--- config.mk ---
export PLATFORM = sky130hd
export DESIGN_NAME = out_wrapper_buf
export DESIGN_NICKNAME = d
export VERILOG_FILES = /design/src/rtl/out_wrapper_buf.sv
export SDC_FILE = /design/constraint.sdc
export NUM_CORES = 1
export LEC_CHECK = 0
export ABC_CLOCK_PERIOD_IN_PS = 2210
export CORE_UTILIZATION = 50
export CTS_BUF_LIST = sky130_fd_sc_hd__clkbuf_4
export DETAILED_ROUTE_END_ITERATION = 8
export GPL_TIMING_DRIVEN = 0
export PLACE_DENSITY_LB_ADDON = 0.15
export SETUP_SLACK_MARGIN = 0.02
export SLEW_MARGIN = 20
export SYNTH_ARGS = -nofsm -noshare
export SYNTH_HDL_FRONTEND = slang
export SYNTH_SLANG_ARGS = --single-unit
--- constraint.sdc ---
create_clock -name clk -period 2.21 [get_ports clk]
set_input_delay 0.442 -clock clk [delete_from_list [all_inputs] [get_ports clk]]
set_output_delay 0.442 -clock clk [all_outputs]
set_load 0.05 [all_outputs]
--- src/rtl/out_wrapper_buf.sv ---
// Output FIFO plus 4-phase outReady/outAccepted drain FSM behind the FP core.
// Optional OUT_DROP_FLAG_EN adds a sticky 'dropped' overflow flag.
module out_wrapper_buf #(
    parameter int WIDTH = 32,
    parameter int DEPTH = 4,
    parameter int PTR_W = $clog2(DEPTH)
) (
    input  logic             clk,
    input  logic             rst,
    input  logic             doneFP,
    input  logic [WIDTH-1:0] result,
    input  logic             outAccepted,
    output logic [WIDTH-1:0] outBus,
    output logic             outReady,
    output logic             fpBusy,
`ifdef OUT_DROP_FLAG_EN
    output logic             dropped,
`endif
    output logic [PTR_W:0]   count
);

    typedef enum logic [1:0] {IDLE, PRESENT, RELEASE} state_t;

    state_t           state, state_nxt;
    logic [WIDTH-1:0] mem [DEPTH];
    logic [PTR_W-1:0] wr_ptr, rd_ptr;
    logic             full, push, pop, load;

    assign full   = (count == (PTR_W+1)'(DEPTH));
    assign fpBusy = full;
    assign pop    = (state == PRESENT) && outAccepted;
    // A pop on the same edge frees the slot, so a push while full is still taken.
    assign push   = doneFP && (!full || pop);
    assign load   = (state == IDLE) && (count != '0);

    always_comb begin
        state_nxt = state;
        outReady  = 1'b0;
        case (state)
            IDLE:    if (count != '0) state_nxt = PRESENT;
            PRESENT: begin
                outReady = 1'b1;
                if (outAccepted) state_nxt = RELEASE;
            end
            RELEASE: if (!outAccepted) state_nxt = IDLE;
            default: state_nxt = IDLE;
        endcase
    end

    always_ff @(posedge clk or posedge rst) begin
        if (rst) begin
            state  <= IDLE;
            outBus <= '0;
            wr_ptr <= '0;
            rd_ptr <= '0;
            count  <= '0;
        end else begin
            state <= state_nxt;
            if (load) outBus <= mem[rd_ptr];
            if (push) wr_ptr <= wr_ptr + 1'b1;
            if (pop)  rd_ptr <= rd_ptr + 1'b1;
            if (push && !pop)      count <= count + 1'b1;
            else if (pop && !push) count <= count - 1'b1;
        end
    end

    // Storage needs no reset; occupancy and pointers define validity.
    always_ff @(posedge clk) begin
        if (push) mem[wr_ptr] <= result;
    end

`ifdef OUT_DROP_FLAG_EN
    always_ff @(posedge clk or posedge rst) begin
        if (rst)                         dropped <= 1'b0;
        else if (doneFP && full && !pop) dropped <= 1'b1;
    end
`endif

endmodule
# After elaboration in Yosys (flattened, before gate mapping)
# Memories as Yosys holds them, arrays and structs flattened. A register that Yosys moved wholly into a read port is not among the register bits.
# Index checks and enable logic that the tools add are counted.
# word_totals
word_cells	37
memories	1
mem_bits_rw	128
reg_bits	9
in_bits	36
# mem_list
memory	words	width	rd	rd_clocked_by_memory_dff	wr	line	source
mem	4	32	1	1	1	25	logic [WIDTH-1:0] mem [DEPTH];
# classes
n_eq_ne	6
n_reduce_logical	13
n_addsub	4
muxes	9
# ops
cell	count
2-bit 2-to-1 mux	3
3-bit 2-to-1 mux	2
2-bit one-hot mux with 3 select lines	1
1-bit logical AND	5
2-bit by 1-bit adder with 2-bit output, second input constant	2
2-bit != test, second input constant	2
3-bit by 1-bit adder with 3-bit output, second input constant	1
3-bit == test, second input constant	1
1-bit logical NOT	3
1-bit 2-to-1 mux	3
3-bit AND reduction	1
3-bit nonzero test	1
3-bit by 1-bit subtractor with 3-bit output, second input constant	1
2-bit by 1-bit == test with 1-bit output, second input constant	1
2-bit == test, second input constant	1
2-bit logical NOT	1
2-bit by 1-bit != test with 1-bit output, second input constant	1
2-bit nonzero test	1
1-bit logical OR	1

# Logic depth before layout (Yosys ltp)
# logic_depth
depth_word	8
ltp_mapped	8
mapped_depth_nobuf	8

# Worst setup path before layout
# Ideal clock, no wire load.
# synth_timing
path_kind	flip-flop to flip-flop
start	reg count[2]
end	reg count[1]
n_path_buf	0
setup_slack_ps	-1157
setup_ps	125
arrival_time_ps	3242
path_stages_with_launch	7
synth_period_minus_slack_ps	3367
t_required_ps	2085
path_cell_list	dfrtp_1 > nor3b_1 > a21boi_2 > ha_1 > inv_1 > fa_1 > mux2_2
# synth_between
elab_chain_len	7
# synth_lines
element	line	source
from (decl)	19	output logic [PTR_W:0] count
from (signal assigned)	62	if (push && !pop) count <= count + 1'b1;
from (signal assigned)	63	else if (pop && !push) count <= count - 1'b1;
3-bit == test *	29	assign full = (count == (PTR_W+1)'(DEPTH));
named net fpBusy	15	output logic fpBusy,
1-bit logical NOT *	33	assign push = doneFP && (!full || pop);
1-bit logical OR *	33	
1-bit logical AND *	33	
named net push	27	logic full, push, pop, load;
1-bit logical NOT	63	
1-bit logical AND	63	
2-bit nonzero test (no line)	-	
# Mark *: on every way through the listed nets, which the timed path passes. The rest lies on a longest branch.
# A chain may end at the register's enable or synchronous reset.

# Worst setup path after layout
# layout_timing
start	reg state[1]
end	reg count[2]
# layout_between
elab_chain_len	7
# layout_lines
element	line	source
from (decl)	24	state_t state, state_nxt;
from (signal assigned)	58	state <= state_nxt;
2-bit by 1-bit == test with 1-bit output *	31	assign pop = (state == PRESENT) && outAccepted;
1-bit logical AND *	31	
1-bit logical OR *	33	
1-bit logical AND *	33	
named net push	27	
1-bit logical NOT	63	
1-bit logical AND	63	
2-bit nonzero test (no line)	-	
# Marks and branches as above.

==> impl_metrics.py <==
metrics = {
    "outcome": {
        "status": "completed",
    },
    "timing": {
        "period_minus_slack_ns": 2.11,
        "hold_viol": 0,
        "finalSetupTns_ns": 0,
        "worst_slew_pin_slew_ns": 0.543,
        "finalCritPeriodShare_pct": 95.5,
        "slew_headroom_pct": 63.8,
        "rsz0062_at_grt": "yes",
        "fmaxAchievable_ghz": 0.474,
        "clock-skew-final_ns": 0.0251,
        "setup_viol": 0,
        "drv_slew": 0,
    },
    "synthesis": {
        "synth-simple-area-share_pct": 1.12,
        "synth_cells": 279,
        "yosys_warnings": 0,
        "synth_mux_area_share_pct": 19.0,
        "synth_top_family_by_area": "multiplexers",
        "ys_seq_area_share_pct": 75.4,
        "yosysUniqueCellTypes": 25,
        "synth-xor-area-share_pct": 0.814,
        "synth-main-ff-cell": "edfxtp_1",
        "synth_common_cells": "edfxtp_1 (128), dfrtp_1 (41), mux2_4 (29)",
        "syn-cell-area_um2": 6460,
        "yosys.area.top_type": "edfxtp_1",
        "netlist.area_leader.share_pct": 59.5,
        "synth_area_per_cell_um2": 23.1,
        "synth-seq-cells": 169,
        "synth.net_count": 321,
        "synth_fa_ha_area_share_pct": 1.28,
        "synth_compound_area_share_pct": 0.368,
        "synthArstFlopShare_pct": 24.3,
        "synth-edff-count": 128,
        "synthTopCellsByArea": "edfxtp_1 (60%), dfrtp_1 (16%), mux4_2 (9.8%), mux2_4 (6.7%), mux4_1 (1.6%)",
        "synth_most_common_cell": "edfxtp_1",
    },
    "clock_tree": {
        "cts_hold_buf": 0,
        "clkSinkCount": 169,
        "cts_root_buf": "clkbuf_4",
        "clk_path_buf_depth": 2,
        "cts_buffers": 17,
        "htreeDepth": 4,
        "clock_latency_ns": 0.56,
        "clkSlewWorstSetupHoldPaths_ns": 0.14,
        "cts_tree": "built",
    },
    "floorplanning": {
        "die_h_um": 116,
        "num_rows": 41,
        "chipWidth_um": 116,
        "core_um2": 12600,
        "io_pins": 73,
        "initial_core_util_pct": 51.2,
        "die_area_um2": 13400,
    },
    "setup_path": {
        "r2r_end": "count[2]$_DFFE_PP0P_",
        "critPathKind": "reg -> reg",
        "worstRegToRegCells": 8,
        "arrival_ns": 2.57,
        "critPathMaxFanout": 4,
        "r2r_start": "state[1]$_DFFE_PP0P_",
        "endpoint_kind": "register",
        "start_kind": "register",
        "r2r_slack_ns": 0.1,
        "critical_path_required_ns": 2.67,
    },
    "grt": {
        "grt_usage_pct": 18.0,
        "antenna_found_initial": 0,
        "grt_max_degree": 33,
        "grt_overflow_total": 0,
        "first_global_vias": 3116,
        "grt_first_pass_wirelength_um": 16600,
    },
    "drt": {
        "drtPass1Iterations": 4,
        "wl_per_cell_um": 19.1,
        "post_drt_via_cell_ratio": 5.21,
        "drtIter0Drc": 157,
        "routed_wl_um": 10700,
        "num_vias": 2910,
        "drc": 0,
        "ant_nets": 0,
    },
    "power_and_ir_drop": {
        "ir_worst_vdd_mv": 0.933,
        "leakagePower_nw": 2.87,
        "p_per_area_nw_per_um2": 1490,
    },
    "place": {
        "finalWeightedCongestion": 0.692,
        "dp_cells": 524,
        "dpl.hpwl_um": 6200,
        "portBuffers": 72,
    },
    "layout": {
        "area_growth_pct": 20.1,
        "instances_no_fill": 559,
        "n_antenna_cell": 0,
        "drive_gt1_share_pct": 31.5,
        "fin_nets": 416,
        "fill_cells": 976,
    },
    "job": {
        "maxCapViolCount": 0,
    },
    "hold_path": {
        "hp-class": "in -> async",
    },
}
==> sequential cells by signal, indices dropped and copies added, names as in the netlist <==
register  cells
outBus       32
state         2
wr_ptr        2
mem         128
rd_ptr        2
count         3
==> worst max-delay path, stage by stage (launching register included) <==
cell and delay, ns:
dfrtp_1 0.41, nand3b_1 0.29, a21boi_4 0.25, ha_2 0.23, inv_2 0.04, fa_1 0.37, xor2_1 0.15, nor2_1 0.14
xor2_1 0.16
==> how the worst max path moves through the flow <==
stage,to,start,cells past startpoint
floorplan,count[1]$_DFFE_PP0P_,count[2]$_DFFE_PP0P_,6
global placement,mem[1][2]$_DFFE_PP_,outAccepted,4
detailed placement,mem[3][2]$_DFFE_PP_,outAccepted,4
CTS,count[2]$_DFFE_PP0P_,state[1]$_DFFE_PP0P_,8
global route,count[2]$_DFFE_PP0P_,state[1]$_DFFE_PP0P_,8
finish,count[2]$_DFFE_PP0P_,state[1]$_DFFE_PP0P_,8
==> per-stage QoR <==
step	setup slack, ns	power (mW)	util (%)	cell area, um^2	hold slack, ns
6_report	0.0990	11.6	61.5	7760	0.233
2_1_floorplan	-0.133	8.52	-	6480	0.534
3_5_place_dp	-0.592	9.94	58.9	7430	0.481
3_3_place_gp	-0.577	9.85	58.8	7410	0.480
4_1_cts	0.00286	11.7	61.3	7740	0.213
5_1_grt	-0.0357	12.2	61.5	7760	0.200
==> cells by family (layout without fill, tap and decap cells) <==
| logic type | count (synthesis) | in the layout |
|---|---|---|
| DFF | 169 | 169 |
| muxes | 66 | 66 |
| buffers and inverters | 17 | 125 |
| and+or+nand+nor | 12 | 12 |
| adders and majority gates | 6 | 6 |
| xor gates and xnor gates | 6 | 6 |
| AOI/OAI and AO/OA | 3 | 3 |
==> timing repair <==
item                       4_1_cts  5_1_grt
gates cloned                     0        0
gates resized for setup         46        2
buffers inserted                 0        3
setup endpoints to repair      166        3
pin swaps                        0        1
==> layer usage <==
layer	share of wire [%]	global-route usage [%]
met1	43	22.5
met2	51	29.1
met3	4.7	6.28
met4	1.2	6.92
met5	0	0
==> power breakdown <==
| part | internal (mW) | switching, mW |
|---|---|---|
| clock network | 0.937 | 1.07 |
| registers | 4.36 | 0.353 |
| logic | 2.15 | 2.71 |
| total | 7.45 | 4.13 |
==> area by class of cell <==
class                   count  area (um^2)  area share (%)
flip-flops and latches    169         4870            62.8
multi-input cells          93         1490            19.2
repair buffers             76          716            9.23
well taps                 172          215            2.77
clock inverters            13          191            2.47
clock buffers              19          143            1.84
plain buffers              12          109            1.40
inverters                   5         18.8           0.242
==> cells in the final DEF (no fill, tap or decap), types with 3 or more instances in the layout <==
cell type and n:
inv_6 4, buf_2 4, dfrtp_2 3, dfrtp_1 38, and2_4 4, edfxtp_1 128
xnor2_1 4, bufinv_16 4, clkbuf_4 19, dlygate4sd2_1 35, mux4_2 28, clkdlybuf4s50_1 35
buf_6 8, ha_1 4, inv_1 3, buf_4 3, mux4_1 4, mux2_4 29
mux2_2 5
Note: power is estimated with default switching activity, not from simulation.
